### config.mk
export PLATFORM = sky130hd
export DESIGN_NAME = rom_port_arbiter
export DESIGN_NICKNAME = d
export VERILOG_FILES = /design/src/rtl/rom_arb_pkg.sv /design/src/rtl/rr_pick.sv /design/src/rtl/rom_port_arbiter.sv
export SDC_FILE = /design/constraint.sdc
export NUM_CORES = 1
export LEC_CHECK = 0
export CAP_MARGIN = 20
export CORE_MARGIN = 2
export CORE_UTILIZATION = 30
export CTS_BUF_LIST = sky130_fd_sc_hd__clkbuf_4 sky130_fd_sc_hd__clkbuf_8
export CTS_CLUSTER_DIAMETER = 40
export DETAILED_ROUTE_END_ITERATION = 7
export DONT_BUFFER_PORTS = 1
export HOLD_SLACK_MARGIN = 0.02
export PLACE_DENSITY = 0.54
export REMOVE_ABC_BUFFERS = 1
export SETUP_SLACK_MARGIN = 0.02
export SLEW_MARGIN = 40
export SYNTH_ARGS = -nofsm -noshare
export SYNTH_HDL_FRONTEND = slang
export SYNTH_SLANG_ARGS = --single-unit
### constraint.sdc
create_clock -name clk_sys -period 2.7 [get_ports clk_sys]
set_clock_uncertainty 0.2 [all_clocks]
set_input_delay 0.405 -clock clk_sys [delete_from_list [all_inputs] [get_ports clk_sys]]
set_output_delay 0.405 -clock clk_sys [all_outputs]
set_load 0.02 [all_outputs]
### src/rtl/rom_arb_pkg.sv
// Shared definitions for the ROM port arbiter: requester count, default
// post-download hold length, FSM state type and a one-hot decode helper.
package rom_arb_pkg;

  localparam int NREQ         = 3;
  localparam int HOLD_DEFAULT = 16;

  typedef enum logic [2:0] {
    IDLE,
    ISSUE,
    WAIT,
    DL,
    POST
  } arb_state_e;

  // Index of the set bit in a one-hot requester grant (0 when empty).
  function automatic logic [1:0] onehot_to_idx(input logic [NREQ-1:0] g);
    logic [1:0] idx;
    idx = 2'd0;
    if (g[1]) idx = 2'd1;
    if (g[2]) idx = 2'd2;
    return idx;
  endfunction

endpackage

### src/rtl/rr_pick.sv
// Round-robin pick among three requesters: search starts at the requester
// following the last-granted one and wraps around. Purely combinational.
module rr_pick
  import rom_arb_pkg::*;
(
  input  logic [NREQ-1:0] req,
  input  logic [1:0]      last,
  output logic [NREQ-1:0] gnt
);

  // Priority order rotates with the last-granted index.
  always_comb begin
    gnt = '0;
    case (last)
      2'd0: begin
        if      (req[1]) gnt = 3'b010;
        else if (req[2]) gnt = 3'b100;
        else if (req[0]) gnt = 3'b001;
      end
      2'd1: begin
        if      (req[2]) gnt = 3'b100;
        else if (req[0]) gnt = 3'b001;
        else if (req[1]) gnt = 3'b010;
      end
      default: begin
        if      (req[0]) gnt = 3'b001;
        else if (req[1]) gnt = 3'b010;
        else if (req[2]) gnt = 3'b100;
      end
    endcase
  end

endmodule

### src/rtl/rom_port_arbiter.sv
// Shares one synchronous ROM port between three CPU requesters and the ROM
// download path. Reads take three edges (grant, issue, capture); a download
// takes the port over immediately and holds the CPUs in reset until HOLD
// cycles after it ends.
module rom_port_arbiter
  import rom_arb_pkg::*;
#(
  parameter logic [16:0] BASE0    = 17'h00000,
  parameter logic [16:0] BASE1    = 17'h04000,
  parameter logic [16:0] BASE2    = 17'h05000,
  parameter logic [16:0] ROM_SIZE = 17'h06000,
  parameter int          HOLD     = HOLD_DEFAULT
) (
  input  logic            clk_sys,
  input  logic            reset,
  input  logic            dn_download,
  input  logic [16:0]     dn_addr,
  input  logic [7:0]      dn_data,
  input  logic            dn_wr,
  input  logic [NREQ-1:0] req,
  input  logic [15:0]     addr0,
  input  logic [15:0]     addr1,
  input  logic [15:0]     addr2,
  output logic [NREQ-1:0] ack,
  output logic [7:0]      rdata,
  output logic [16:0]     rom_addr,
  output logic [7:0]      rom_din,
  output logic            rom_we,
  input  logic [7:0]      rom_dout,
  output logic            core_reset
);

  // The hold counter is loaded with HOLD-1 and counts down to zero.
  localparam int CNT_W = (HOLD > 1) ? $clog2(HOLD) : 1;

  arb_state_e        state_q, state_d;
  logic [1:0]        last_q, last_d;
  logic [NREQ-1:0]   gnt_q, gnt_d;
  logic [CNT_W-1:0]  cnt_q, cnt_d;
  logic [NREQ-1:0]   ack_q, ack_d;
  logic [7:0]        rdata_q, rdata_d;
  logic [16:0]       rom_addr_q, rom_addr_d;
  logic [7:0]        rom_din_q, rom_din_d;
  logic              rom_we_q, rom_we_d;
  logic              core_reset_q, core_reset_d;

  logic [NREQ-1:0]   pick;
  logic [16:0]       grant_addr;

  rr_pick u_rr_pick (
    .req  (req),
    .last (last_q),
    .gnt  (pick)
  );

  // ROM byte address of the requester that would win this cycle.
  always_comb begin
    grant_addr = BASE0 + {1'b0, addr0};
    if (pick[1]) grant_addr = BASE1 + {1'b0, addr1};
    if (pick[2]) grant_addr = BASE2 + {1'b0, addr2};
  end

  // Next-state and registered-output logic; a rising download overrides
  // whatever access is in flight.
  always_comb begin
    state_d    = state_q;
    last_d     = last_q;
    gnt_d      = gnt_q;
    cnt_d      = cnt_q;
    ack_d      = '0;
    rdata_d    = rdata_q;
    rom_addr_d = rom_addr_q;
    rom_din_d  = rom_din_q;
    rom_we_d   = 1'b0;

    if (dn_download && state_q != DL) begin
      state_d = DL;
    end else begin
      case (state_q)
        IDLE: begin
          if (|req) begin
            state_d    = ISSUE;
            gnt_d      = pick;
            last_d     = onehot_to_idx(pick);
            rom_addr_d = grant_addr;
          end
        end
        ISSUE: state_d = WAIT;
        WAIT: begin
          state_d = IDLE;
          ack_d   = gnt_q;
          rdata_d = rom_dout;
        end
        DL: begin
          rom_we_d   = dn_wr & (dn_addr < ROM_SIZE);
          rom_addr_d = dn_addr;
          rom_din_d  = dn_data;
          if (!dn_download) begin
            state_d = POST;
            cnt_d   = CNT_W'(HOLD - 1);
          end
        end
        POST: begin
          if (cnt_q == '0) state_d = IDLE;
          else             cnt_d   = cnt_q - CNT_W'(1);
        end
        default: state_d = IDLE;
      endcase
    end

    core_reset_d = (state_d == DL) || (state_d == POST);
  end

  // State and output registers; reset lands in DL if a download is active.
  always_ff @(posedge clk_sys) begin
    if (reset) begin
      state_q      <= dn_download ? DL : IDLE;
      last_q       <= 2'd2;
      gnt_q        <= '0;
      cnt_q        <= '0;
      ack_q        <= '0;
      rdata_q      <= '0;
      rom_addr_q   <= '0;
      rom_din_q    <= '0;
      rom_we_q     <= 1'b0;
      core_reset_q <= 1'b1;
    end else begin
      state_q      <= state_d;
      last_q       <= last_d;
      gnt_q        <= gnt_d;
      cnt_q        <= cnt_d;
      ack_q        <= ack_d;
      rdata_q      <= rdata_d;
      rom_addr_q   <= rom_addr_d;
      rom_din_q    <= rom_din_d;
      rom_we_q     <= rom_we_d;
      core_reset_q <= core_reset_d;
    end
  end

  assign ack        = ack_q;
  assign rdata      = rdata_q;
  assign rom_addr   = rom_addr_q;
  assign rom_din    = rom_din_q;
  assign rom_we     = rom_we_q;
  assign core_reset = core_reset_q;

endmodule

# Yosys cells after proc, flatten, opt, wreduce, memory -nomap -nowiden
# Cells that the tools add are included.
dict set report op_classes {
  n_reduce_logical 15
  muxes 26
  n_addsub 3
  bitwise_logic 4
  eq_ne 11
  magnitude_cmp 1
}
# op count
set op_table {}
lappend op_table {{$mux W17} 3}
lappend op_table {{$mux W3} 12}
lappend op_table {{$add A15 B16 Y17 const A} 2}
lappend op_table {{$pmux W17 S2} 1}
lappend op_table {{$lt A17 B15 Y1 const B} 1}
lappend op_table {{$pmux W3 S4} 1}
lappend op_table {{$eq A3 B2 Y1 const B} 3}
lappend op_table {{$reduce_or A3 Y1} 3}
lappend op_table {{$mux W4} 2}
lappend op_table {{$pmux W4 S2} 1}
lappend op_table {{$eq A3 B3 Y1 const B} 2}
lappend op_table {{$mux W2} 3}
lappend op_table {{$ne A2 B2 Y1 const B} 3}
lappend op_table {{$pmux W3 S2} 1}
lappend op_table {{$reduce_and A3 Y1} 2}
lappend op_table {{$logic_not A4 Y1} 1}
lappend op_table {{$reduce_and A2 Y1} 2}
lappend op_table {{$reduce_and A4 Y1} 1}
lappend op_table {{$reduce_bool A2 Y1} 2}
lappend op_table {{$sub A4 B1 Y4 const B} 1}
lappend op_table {{$eq A3 B1 Y1 const B} 1}
lappend op_table {{$logic_not A3 Y1} 1}
lappend op_table {{$ne A3 B2 Y1 const B} 1}
lappend op_table {{$not A1 Y1} 3}
lappend op_table {{6 further kinds} 7}
dict set report totals {
  ff_bits 50
  output_inout_bits 38
  in_bits 88
}

# Depth between registers and ports, before layout
dict set report logic_depth {
  depth_word 8
  ltp_mapped 7
}

# Modules after synthesis
# From an unflattened synthesis, not the netlist that was laid out.
dict set report hier_totals {
  hier_cells 301
  area_unflattened_um2 2394.8
}
# mod area_each_um2 instances cells_each
set modules_own_cells {}
lappend modules_own_cells {rom_port_arbiter 2343.5 1 294}
lappend modules_own_cells {rr_pick 51.3 1 7}

# Worst setup path after synthesis
# No wires, ideal clock.
dict set report synth_path {
  kind {register to register}
  from {register cnt_q[0]}
  to {register cnt_q[0]}
  n_path_buf 0
  path_slack_ns 0.867
  setup_ns 0.073
  path_stages_with_launch 8
  arrival_time_ns 1.560
  period_less_slack_ns 1.833
  cell_sequence {dfxtp_1 > inv_1 > ha_1 > or3b_2 > a21oi_2 > nor2_1 > and3_1 > nor3_2}
}
dict set report synth_between {
  elab_chain_len 3
  word_cells_on_any_way 6
}
# item line
set synth_rtl {}
lappend synth_rtl {{start, declared} rom_port_arbiter.sv:39} ;# logic [CNT_W-1:0] cnt_q, cnt_d;
lappend synth_rtl {{start signal, assigned} rom_port_arbiter.sv:131} ;# cnt_q <= cnt_d;
lappend synth_rtl {{$sub A4 B1 Y4 or $logic_not A4 Y1 (tied branches)} {rom_port_arbiter.sv:105, rom_port_arbiter.sv:104}}
lappend synth_rtl {{$mux W4 or $ne A2 B2 Y1 (tied branches)} -}
lappend synth_rtl {{$pmux W4 S2 or $reduce_and A4 Y1 (tied branches)} -}
# Several ways; a longest one is shown, not always the timed one. The select of a mux whose other input is x is not followed.
# A chain may end at the register's enable or synchronous reset.

# Worst setup path after layout
dict set report layout_path {
  from {register state_q[1]}
  to {register rdata_q[7] (netlist: rdata[7])}
}
dict set report layout_between {
  elab_chain_len 4
  word_cells_on_any_way 5
}
# item line
set layout_rtl {}
lappend layout_rtl {{start, declared} rom_port_arbiter.sv:36} ;# arb_state_e state_q, state_d;
lappend layout_rtl {{start signal, assigned} rom_port_arbiter.sv:117} ;# state_q <= dn_download ? DL : IDLE;
lappend layout_rtl {{start signal, assigned} rom_port_arbiter.sv:128} ;# state_q <= state_d;
lappend layout_rtl {{$ne A3 B2 Y1} rom_port_arbiter.sv:76} ;# if (dn_download && state_q != DL) begin
lappend layout_rtl {{$logic_and A1 B1 Y1} rom_port_arbiter.sv:76}
lappend layout_rtl {{$not A1 Y1 (no line)} -}
lappend layout_rtl {{$reduce_and A2 Y1 (no line) (*)} -}
lappend layout_rtl {{end signal, assigned} rom_port_arbiter.sv:133} ;# rdata_q <= rdata_d;
lappend layout_rtl {{end, declared} rom_port_arbiter.sv:41} ;# logic [7:0] rdata_q, rdata_d;
# Mark *: on every way between the ends. The rest lies on a longest branch, timed or not.

==> summary.md <==
| Metric | Value |
|---|---|
| Die X | 93.6 um |
| Worst setup EP type | flop |
| Remaining Overflow, GRT | 0 |
| Cell Int Power | 1.16 mW |
| GR Util met3 | roughly 5.5% |
| Async SR Flop Fraction | 0% |
| Clock sink count | 50 |
| R2R depth | 5 |
| RD Place Congestion | 0.734 |
| Final hold vios | 0 |
| Max VDD drop | 221 uV |
| Required time of the critical path | 2.71 ns |
| Ports | about 130 |
| Vias | roughly 2200 |
| DIE HEIGHT | roughly 94 um |
| Commonest non-fill, non-tap cells in the layout | 50 x dfxtp_1, 41 x nand2_1, 33 x nor2_1 |
| CTS tree | yes |
| Largest net degree at the start of global routing | 41 |
| Syn Area/Cell | 8.11 um2 |
| Final worst-path cycle share | 86.5% |
| Core footprint | 0.00777 mm2 |
| Initial antenna violation count | 0 |
| DP HPWL | roughly 4.9 mm |
| Worst-margin pin slew | 0.741 ns |
| Area leader, netlist | dfxtp_1 |
| Placed standard-cell area | 0.00247 mm2 |
| Synthesized-area fraction occupied by adder cells | under 10% |
| Worst Setup EP | rdata[7] |
| Simple-gate share of the synthesized area | between 20% and 30% |
| Cts bufs inserted | 5 |
| H-tree levels | 2 |
| Share of power burned in registers | around 52% |
| Avg WL per Cell | 17.5 um |
| Final slew viol count | 0 |
| Bufs on Longest Clock Path | 2 |
| Largest family of logic cells by synthesized area | compound AO/OA/AOI/OAI gates |
| Most common cell after layout, fill and taps aside | dfxtp_1 |
| ANT cells | 0 |
| Launch point of the worst path | state_q[1] |
| Fmax | 0.428 GHz |
| Final Cell Area | roughly 0.0028 mm2 |
| Synthesis Warnings | 0 |
| Layout cells sized above 1 | about 8.5% |
| Post-CTS Setup Bufs | 0 |
| Sw Share | 28.9% |
| FF+latch count, synth | 50 |
| Mux cell area share after synthesis | 1.66% |
| Seq/Total Area, Yosys | 41.5% |
| Final setup violating endpoints | 0 |
| Synth area leaders | dfxtp_1 42%, nand2_1 6.4%, a21oi_1 5.8%, nor2_1 5.1%, a31oi_1 3.9% |
| FP Rows | 32 |
| CTS Hold Bufs | 18 |
| Yosys cell types | 44 |
| Total power | 1.64 mW |
| Arr. time, crit path | 2.34 ns |
| Grt peak-use layer | met2 |
| Synth Area in Compound Gates | 25.4% |
| GRT Overall Usage | between 10% and 20% |
| Psw | 474 uW |
| Top-area cell type share of the netlist area | 41.5% |
| Global-route wire length before repair | 10.8 mm |
| Vias per inst | 5.35 |
| Met1 Usage GRT | 18.9% |
| FF-to-FF setup slack | 0.36 ns |
| Crit Path Max Fanout | 9 |
| Vias in the first global route | about 2200 |
| M2 GR Usage | 27.0% |
| PD cells | between 500 and 600 mW/mm2 |
| Critical setup path kind | flop to flop |
| Area Overhead vs Synth | 15.9% |
| Final min period | 2.34 ns |
| Worst Hold Class | primary input to flop |
| Leakage | between 0.9 and 1 nW |
| Resized Gates After CTS | 0 |
| Critical Path Start Type | flop |
| Clk network pwr share | 33.8% |
| XOR/XNOR Fraction of Synth Area | under 10% |
| Status | complete, no violations |
| WL final | 7.16 mm |
| Initial core utilization | 31.0% |
| Synth Flop Type | dfxtp_1 |
| DR pass1 iterations | 4 |
| Hold WS | 0.0312 ns |
| Total negative slack | 0 ns |
| Worst-skew pair later-pin latency | 0.31 ns |
| CTS root buffer | clkbuf_8 |
| Die area | 0.00877 mm2 |
| Mapped Cells | just under 300 |
| Final ANT Viol Nets | 0 |
| Clk slew on worst S/H paths | ~0.10 ns |
| Unrepaired setup endpoints after global routing | no |
| Worst rel slew slack | 50.5% |
| Initial DRC Count | 94 |
| Combinational fraction of design power | 13.9% |
| DRC Markers | 0 |
| Critical R2R Capture | rdata[7] |
| Post-layout nets | between 300 and 400 |
| Post-synth EDFFs | 0 |
| Mapped Area | 0.00241 mm2 |
| Worst reg2reg startpoint | state_q[1] |
| Max Cap Viol | 0 |
| PortBufs | 0 |
==> critical path, cell delays in order, from the launching register on <==
cell	delay [ns]
dfxtp_1	0.46
inv_1	0.12
or4_1	0.71
nand2_1	0.14
a21oi_1	0.07
dlygate4sd3_1	0.54
==> cell usage after synthesis (all sizes together) (2+ instances only) <==
cell and instances:
buf 10, o211ai 11, dfxtp 50, and2 3
nor2b 2, a22oi 12, ha 3, a31oi 15
mux2i 4, xnor2 4, o21ai 4, nand2 41
nor3 4, inv 7, nor3b 3, nor2 34
nand3 11, a21oi 30, o31ai 11, o221ai 4
clkbuf 14, nor4 2, or3b 2, nand2b 2
==> per-stage QoR <==
stage,instances,util [%],worst slack (ns)
finish,409,36.0,0.365
global placement,382,31.9,0.325
global route,409,36.0,0.271
CTS,408,35.8,0.385
floorplan,273,-,0.608
detailed placement,382,31.9,0.327
==> layer usage <==
metal  share of wire, %  vias up  wire length (um)
met1                 44     1002              3180
met5                  0        -                 0
met3                8.0        8               572
li1                   -     1084                 -
met2                 46       95              3320
met4                1.2        0                87
==> logic make-up (layout without fill, tap and decap cells) <==
family	count (synthesis)	count (layout)
AO/OA/AOI/OAI	93	93
XOR/XNOR	4	4
adder cells (fa/ha/maj)	3	3
buffers and inverters	31	41
flip-flops	50	50
multiplexers	4	4
AND/OR/NAND/NOR	112	112
==> sequential cells by signal (all words and copies together), names as in the netlist <==
name        cells
rom_addr       17
rdata           8
rom_din         8
cnt_q           4
ack             3
gnt_q           3
state_q         3
last_q          2
core_reset      1
rom_we          1
==> final cells by class <==
| cell class | count | area [um2] |
|---|---|---|
| clock buffer | 5 | 68.8 |
| clock inverter | 3 | 43.8 |
| fill | 819 | 4970 |
| inverter | 7 | 26.3 |
| multi-input combinational | 216 | 1270 |
| sequential | 50 | 1000 |
| tap | 102 | 128 |
| timing repair buffer | 26 | 253 |
==> worst min path at each step <==
stage | startpoint | to | slack (ns) | cells past startpoint
after detailed placement | gnt_q[2] | gnt_q[2] | 0.26 | 2
after floorplan | gnt_q[2] | gnt_q[2] | 0.23 | 2
after global routing | rom_dout[6] | rdata[6] | 0.02 | 2
final | rom_dout[6] | rdata[6] | 0.03 | 2
after CTS | rom_dout[6] | rdata[6] | 0.02 | 2
after global placement | gnt_q[2] | gnt_q[2] | 0.25 | 2
==> power groups by stage <==
stage | logic [mW] | clock network, mW | registers (mW)
finish | 0.228 | 0.553 | 0.857
global route | 0.257 | 0.611 | 0.863
CTS | 0.228 | 0.571 | 0.857
detailed placement | 0.195 | 0 | 0.874
global placement | 0.192 | 0 | 0.873
floorplan | 0.147 | 0 | 0.864
No activity file was read; power rests on OpenSTA's default activity.
